**src/rtl/e191_log_pkg.sv**
```systemverilog
// Shared types and field layout for the output-vector event logger.
package e191_log_pkg;
  localparam int Y_W    = 11;
  localparam int Y_LSB  = 0;
  localparam int TS_LSB = Y_W;

  typedef enum logic [1:0] {
    IDLE = 2'd0,
    RUN  = 2'd1,
    HALT = 2'd2
  } state_e;
endpackage

```
**src/rtl/e191_log_fifo.sv**
```systemverilog
// Logger FIFO: synchronous write, registered head output, occupancy tracking.
module e191_log_fifo #(
  parameter int DEPTH = 8,
  parameter int W     = 27
) (
  input  logic                     clk,
  input  logic                     rst,
  input  logic                     push,
  input  logic [W-1:0]             wdata,
  input  logic                     pop,
  output logic                     rd_valid,
  output logic [W-1:0]             rd_data,
  output logic [$clog2(DEPTH):0]   level,
  output logic                     full
);
  localparam int AW = $clog2(DEPTH);
  localparam int LW = AW + 1;

  logic [W-1:0]  mem [DEPTH];
  logic [AW-1:0] wr_ptr, rd_ptr, rd_ptr_n;
  logic [LW-1:0] level_n;
  logic          push_ok, pop_ok;

  assign rd_valid = (level != '0);
  assign full     = (level == LW'(DEPTH));
  assign pop_ok   = pop & rd_valid;
  assign push_ok  = push & (~full | pop_ok);
  assign rd_ptr_n = rd_ptr + AW'(pop_ok);
  assign level_n  = level + LW'(push_ok) - LW'(pop_ok);

  always_ff @(posedge clk) begin
    if (push_ok) mem[wr_ptr] <= wdata;
  end

  always_ff @(posedge clk) begin
    if (rst) begin
      wr_ptr  <= '0;
      rd_ptr  <= '0;
      level   <= '0;
      rd_data <= '0;
    end else begin
      wr_ptr <= wr_ptr + AW'(push_ok);
      rd_ptr <= rd_ptr_n;
      level  <= level_n;
      // The next head is the slot being written when the queue was otherwise empty.
      if (level_n != '0)
        rd_data <= (push_ok && (wr_ptr == rd_ptr_n)) ? wdata : mem[rd_ptr_n];
    end
  end
endmodule

```
**src/rtl/e191_out_logger.sv**
```systemverilog
// Captures changes of the upstream FSM output vector with a timestamp into a FIFO.
module e191_out_logger
  import e191_log_pkg::*;
#(
  parameter int DEPTH       = 8,
  parameter int TS_W        = 16,
  parameter int STOP_ON_OVF = 0
) (
  input  logic                    clk,
  input  logic                    rst,
  input  logic [Y_W-1:0]          y_in,
  input  logic                    en,
  input  logic                    clr_ovf,
  output logic                    rd_valid,
  input  logic                    rd_ready,
  output logic [TS_W+Y_W-1:0]     rd_data,
  output logic [$clog2(DEPTH):0]  level,
  output logic                    overflow,
  output logic [7:0]              drop_cnt
);
  localparam int DW = TS_W + Y_W;

  state_e          state, state_n;
  logic [TS_W-1:0] ts;
  logic [Y_W-1:0]  y_prev;
  logic [DW-1:0]   wdata;
  logic            evt, pop, full, drop, push;

  assign pop  = rd_valid & rd_ready;
  assign evt  = (state == RUN) && (y_in != '0) && (y_in != y_prev);
  assign drop = evt & full & ~pop;
  assign push = evt & ~drop;

  always_comb begin
    wdata                    = '0;
    wdata[TS_LSB +: TS_W]    = ts;
    wdata[Y_LSB  +: Y_W]     = y_in;
  end

  e191_log_fifo #(.DEPTH(DEPTH), .W(DW)) u_fifo (
    .clk      (clk),
    .rst      (rst),
    .push     (push),
    .wdata    (wdata),
    .pop      (pop),
    .rd_valid (rd_valid),
    .rd_data  (rd_data),
    .level    (level),
    .full     (full)
  );

  always_comb begin
    state_n = state;
    case (state)
      IDLE: if (en) state_n = RUN;
      RUN: begin
        if (drop && (STOP_ON_OVF != 0)) state_n = HALT;
        else if (!en)                   state_n = IDLE;
      end
      HALT:    if (clr_ovf) state_n = IDLE;
      default: state_n = IDLE;
    endcase
  end

  always_ff @(posedge clk) begin
    if (rst) begin
      state  <= IDLE;
      ts     <= '0;
      y_prev <= '0;
    end else begin
      state  <= state_n;
      ts     <= ts + 1'b1;
      y_prev <= y_in;
    end
  end

  // A drop in the clearing cycle still counts, so the clear never hides it.
  always_ff @(posedge clk) begin
    if (rst) begin
      overflow <= 1'b0;
      drop_cnt <= '0;
    end else if (clr_ovf) begin
      overflow <= drop;
      drop_cnt <= {7'd0, drop};
    end else if (drop) begin
      overflow <= 1'b1;
      if (drop_cnt != 8'hFF) drop_cnt <= drop_cnt + 8'd1;
    end
  end
endmodule

```
**config.mk**
```make
export PLATFORM = sky130hd
export DESIGN_NAME = e191_out_logger
export DESIGN_NICKNAME = d
export VERILOG_FILES = /design/src/rtl/e191_log_pkg.sv /design/src/rtl/e191_log_fifo.sv /design/src/rtl/e191_out_logger.sv
export SDC_FILE = /design/constraint.sdc
export NUM_CORES = 1
export LEC_CHECK = 0
export CAP_MARGIN = 20
export CORE_ASPECT_RATIO = 0.5
export CORE_MARGIN = 5
export CORE_UTILIZATION = 48
export DETAILED_ROUTE_END_ITERATION = 7
export GPL_TIMING_DRIVEN = 0
export PLACE_DENSITY = 0.66
export RECOVER_POWER = 100
export SLEW_MARGIN = 30
export SYNTH_ARGS = -nofsm -noshare
export SYNTH_HDL_FRONTEND = slang
export SYNTH_SLANG_ARGS = --single-unit
```
**constraint.sdc**
```tcl
create_clock -name clk -period 12.5 [get_ports clk]
set_clock_uncertainty 0.2 [all_clocks]
set_input_delay 1.875 -clock clk [delete_from_list [all_inputs] [get_ports clk]]
set_output_delay 1.875 -clock clk [all_outputs]
set_load 0.05 [all_outputs]
```
==> impl_results.md <==
* Initial Util at 48.3%
* Root Driver: clkbuf_16
* Cell Pwr Density at 221 nW/um2
* Startpoint Class: input pin
* Status: complete, no violations
* Critical path, cell by cell: dlygate4sd3_1, nor4_1, a31oi_1, nand3_1, inv_1, ha_1, inv_1, fa_1, xor2_1, a31oi_1, clkbuf_1, o21a_1, a22o_1
* Post-synth EDFFs at 216
* H-tree depth at 1
* Ant. Diodes at 0
* Peak per-stage delay on the critical path at 1.09 ns
* CP endpoint: u_fifo.rd_data[18]
* Sw Share at 32.1%
* Async S/R FF share, synth at 0%
* Clock Tree Buf Depth at 3
* Avg WL per Cell at 21.8 um
* Synth-to-Final Area Change at 16.8%
* Synth cell count leaders: edfxtp_1 (216), dfxtp_1 (74), mux4_2 (54)
* Ranking of synthesized cells by area: edfxtp_1 (57%), dfxtp_1 (13%), mux4_2 (11%)
* R2R depth at 12
* Fmax at 149 MHz
* Die X-Extent at 229 um
* DR vias at 6318
* Multi-input gate area at 3270 um2
* Syn avg cell area at 17.0 um2
* Gr usage total at 18.1%
* Top Ports at 57
* Synthesis Warnings at 0
* CTS Buf Count at 26
* # Post-CTS Setup Buffers at 0
* Critical-path top delay cell: a31oi_1
* CTS resizes at 0
* Vias in the first global route at 6544
* Nets at 823
* Worst Path Max Fanout at 12
* Seq/Total Area, Yosys at 69.4%
* Dominant synthesized flop cell: edfxtp_1
* Max-Slew Margin vs Limit at 7.07%
* Total power at 2.96 mW
* Initial antenna violation count at 0
* Largest net degree at the start of global routing at 18
* Placed insts at 1081
* Clk pin slew, worst setup/hold paths at 0.06 ns
* Net switching power at 0.950 mW
* Fin crit period at 6.72 ns
* Flop pwr share at 38.0%
* Storage cell area at 7970 um2
* Top-count cell post-synth: edfxtp_1
* Critical Path RT at 12.76 ns
* Power share of the combinational group at 34.7%
* Drt first pass iters at 5
* Max-cap violation count at 0
* Data arrival, critical path at 6.98 ns
* WL final at 24600 um
* Syn nets at 702
* Core footprint at 23800 um2
* CP Class: input pin to register
* Fillcell total at 1863
* Worst vdd ir at 134 uV
* CTS Hold Buffers Added at 0
* Final worst path period share at 53.7%
* Cell taking the most area after synthesis: edfxtp_1
* Static leakage at 4.58 nW
* IO Port Bufs at 55
* DRT antenna net count at 0
* Total gr overflow at 0
* Vias per inst at 5.60
* DRC at 0
* P_int at 2.01 mW
* Worst Tran Pin Value at 1.39 ns
* Hold WC Path Type: register to register
* Synth cell types at 51
* Worst-Skew Late Latency at 0.53 ns
* Slew Limit Fails at 0
* Crit end category: register
* Final core utilization at 56.4%
* Critical R2R Capture: u_fifo.rd_data[18]
* RSZ-0062 raised after global routing: no
* Die area at 27300 um2
* CTS sink cnt at 290
* Critical Path Start: y_in[3]
* First-pass GRT wire length at 38600 um
* Final setup viols at 0
* Setup TNS Final at 0 ns
* Cell count after synthesis at 673
* Share of the synthesized area in the top cell type at 56.5%
* Row count at 40
* R2R Path Start: state[0]
* Clock share of power at 27.3%
* Post-DP HPWL at 16500 um
* Synthesized cell area at 11500 um2
* CTS tree: done
* DR iter-0 viols at 525
* Post-Layout Cell Count at 1129
* Layout cell share with drive strength beyond 1 at 15.4%
* GPL Wtd Cong at 0.764
* #FFs+latches synth at 290
* Fin. Hold Viols at 0
* Die Height at 119 um
* Reg2Reg Setup Slack at 7.83 ns
## per-stage QoR
step	setup slack (ns)	instance area, um2	hold slack (ns)
floorplan	6.42	11500	0.300
global placement	2.22	12400	0.262
detailed placement	6.30	12700	0.263
CTS	6.81	13600	0.283
global route	5.52	13400	0.293
finish	5.78	13400	0.272
## critical path: cells and delay by family
kind / cells / cell delay, ns
simple gates: 2 / 0.45
buf+inv: 4 / 1.67
fa+ha+maj: 2 / 0.56
compound gates: 4 / 2.21
xor+xnor: 1 / 0.18
## sequential cells by signal, summed over array words and instances (netlist names)
register and flops:
u_fifo.mem 216, u_fifo.rd_data 27, ts 16, y_prev 11, drop_cnt 8, u_fifo.level 4
u_fifo.rd_ptr 3, u_fifo.wr_ptr 3, overflow 1, state 1
## placed cells by master (no fill, tap or decap), types with 3 or more instances in the layout
master / count
edfxtp_1: 216
nor2b_1: 20
or3_1: 8
ha_1: 12
nor3_1: 6
o21ai_0: 7
xnor2_1: 6
dfxtp_1: 74
o21a_1: 27
clkbuf_16: 27
xor2_1: 23
clkbuf_1: 53
mux2i_1: 27
clkbuf_8: 5
nor2_1: 22
nand2_1: 39
clkinv_1: 4
nand3_1: 15
clkdlybuf4s50_1: 3
buf_2: 16
nor4_1: 3
dlygate4sd3_1: 52
mux4_2: 54
inv_1: 10
nor3b_1: 3
a21oi_1: 9
buf_6: 3
clkinv_2: 5
a22o_1: 27
## cell type report
class | instances | area share (%)
Sequential cell | 290 | 59.4
Multi-Input combinational cell | 341 | 24.4
Clock buffer | 35 | 5.64
Timing Repair Buffer | 93 | 5.17
Tap cell | 315 | 2.94
Buffer | 32 | 1.24
Clock inverter | 13 | 0.868
Inverter | 10 | 0.280
## how the worst min path moves through the flow
stage                       start                  to  slack [ns]  cells past startpoint
2_1_floorplan               ts[0]               ts[0]        0.30                      1
3_3_place_gp    u_fifo.rd_data[7]   u_fifo.rd_data[7]        0.26                      1
3_5_place_dp    u_fifo.rd_data[5]   u_fifo.rd_data[5]        0.26                      1
4_1_cts         u_fifo.rd_data[6]   u_fifo.rd_data[6]        0.28                      1
5_1_grt         u_fifo.rd_data[9]   u_fifo.rd_data[9]        0.29                      1
6_report       u_fifo.rd_data[16]  u_fifo.rd_data[16]        0.27                      1
## cell families (layout without fill, tap and decap cells)
logic type	Yosys count	count (layout)	synth area share, %
AOI/OAI and AO/OA	79	79	5.26
xor gates and xnor gates	29	29	2.21
adders and majority gates	13	13	1.48
buffers and inverters	42	183	1.88
DFF	290	290	69.4
muxes	81	81	13.0
and+or+nand+nor	139	139	6.77
## routing by layer
| metal | vias up | track usage, % | routed length (um) |
|---|---|---|---|
| met5 | - | 0 | 0 |
| met4 | 0 | 2.91 | 348 |
| met3 | 32 | 2.64 | 1200 |
| met2 | 156 | 29.3 | 11600 |
| met1 | 3268 | 27.0 | 11400 |
| li1 | 2862 | - | - |
## power groups by stage
| stage | sequential (mW) | clock [mW] | combinational, mW |
|---|---|---|---|
| 3_3_place_gp | 1.15 | 0 | 1.05 |
| 6_report | 1.12 | 0.809 | 1.03 |
| 2_1_floorplan | 1.28 | 0 | 0.651 |
| 4_1_cts | 1.13 | 0.821 | 1.07 |
| 5_1_grt | 1.13 | 0.864 | 1.11 |
| 3_5_place_dp | 1.15 | 0 | 1.07 |
Power figures use the tool's default switching activity.
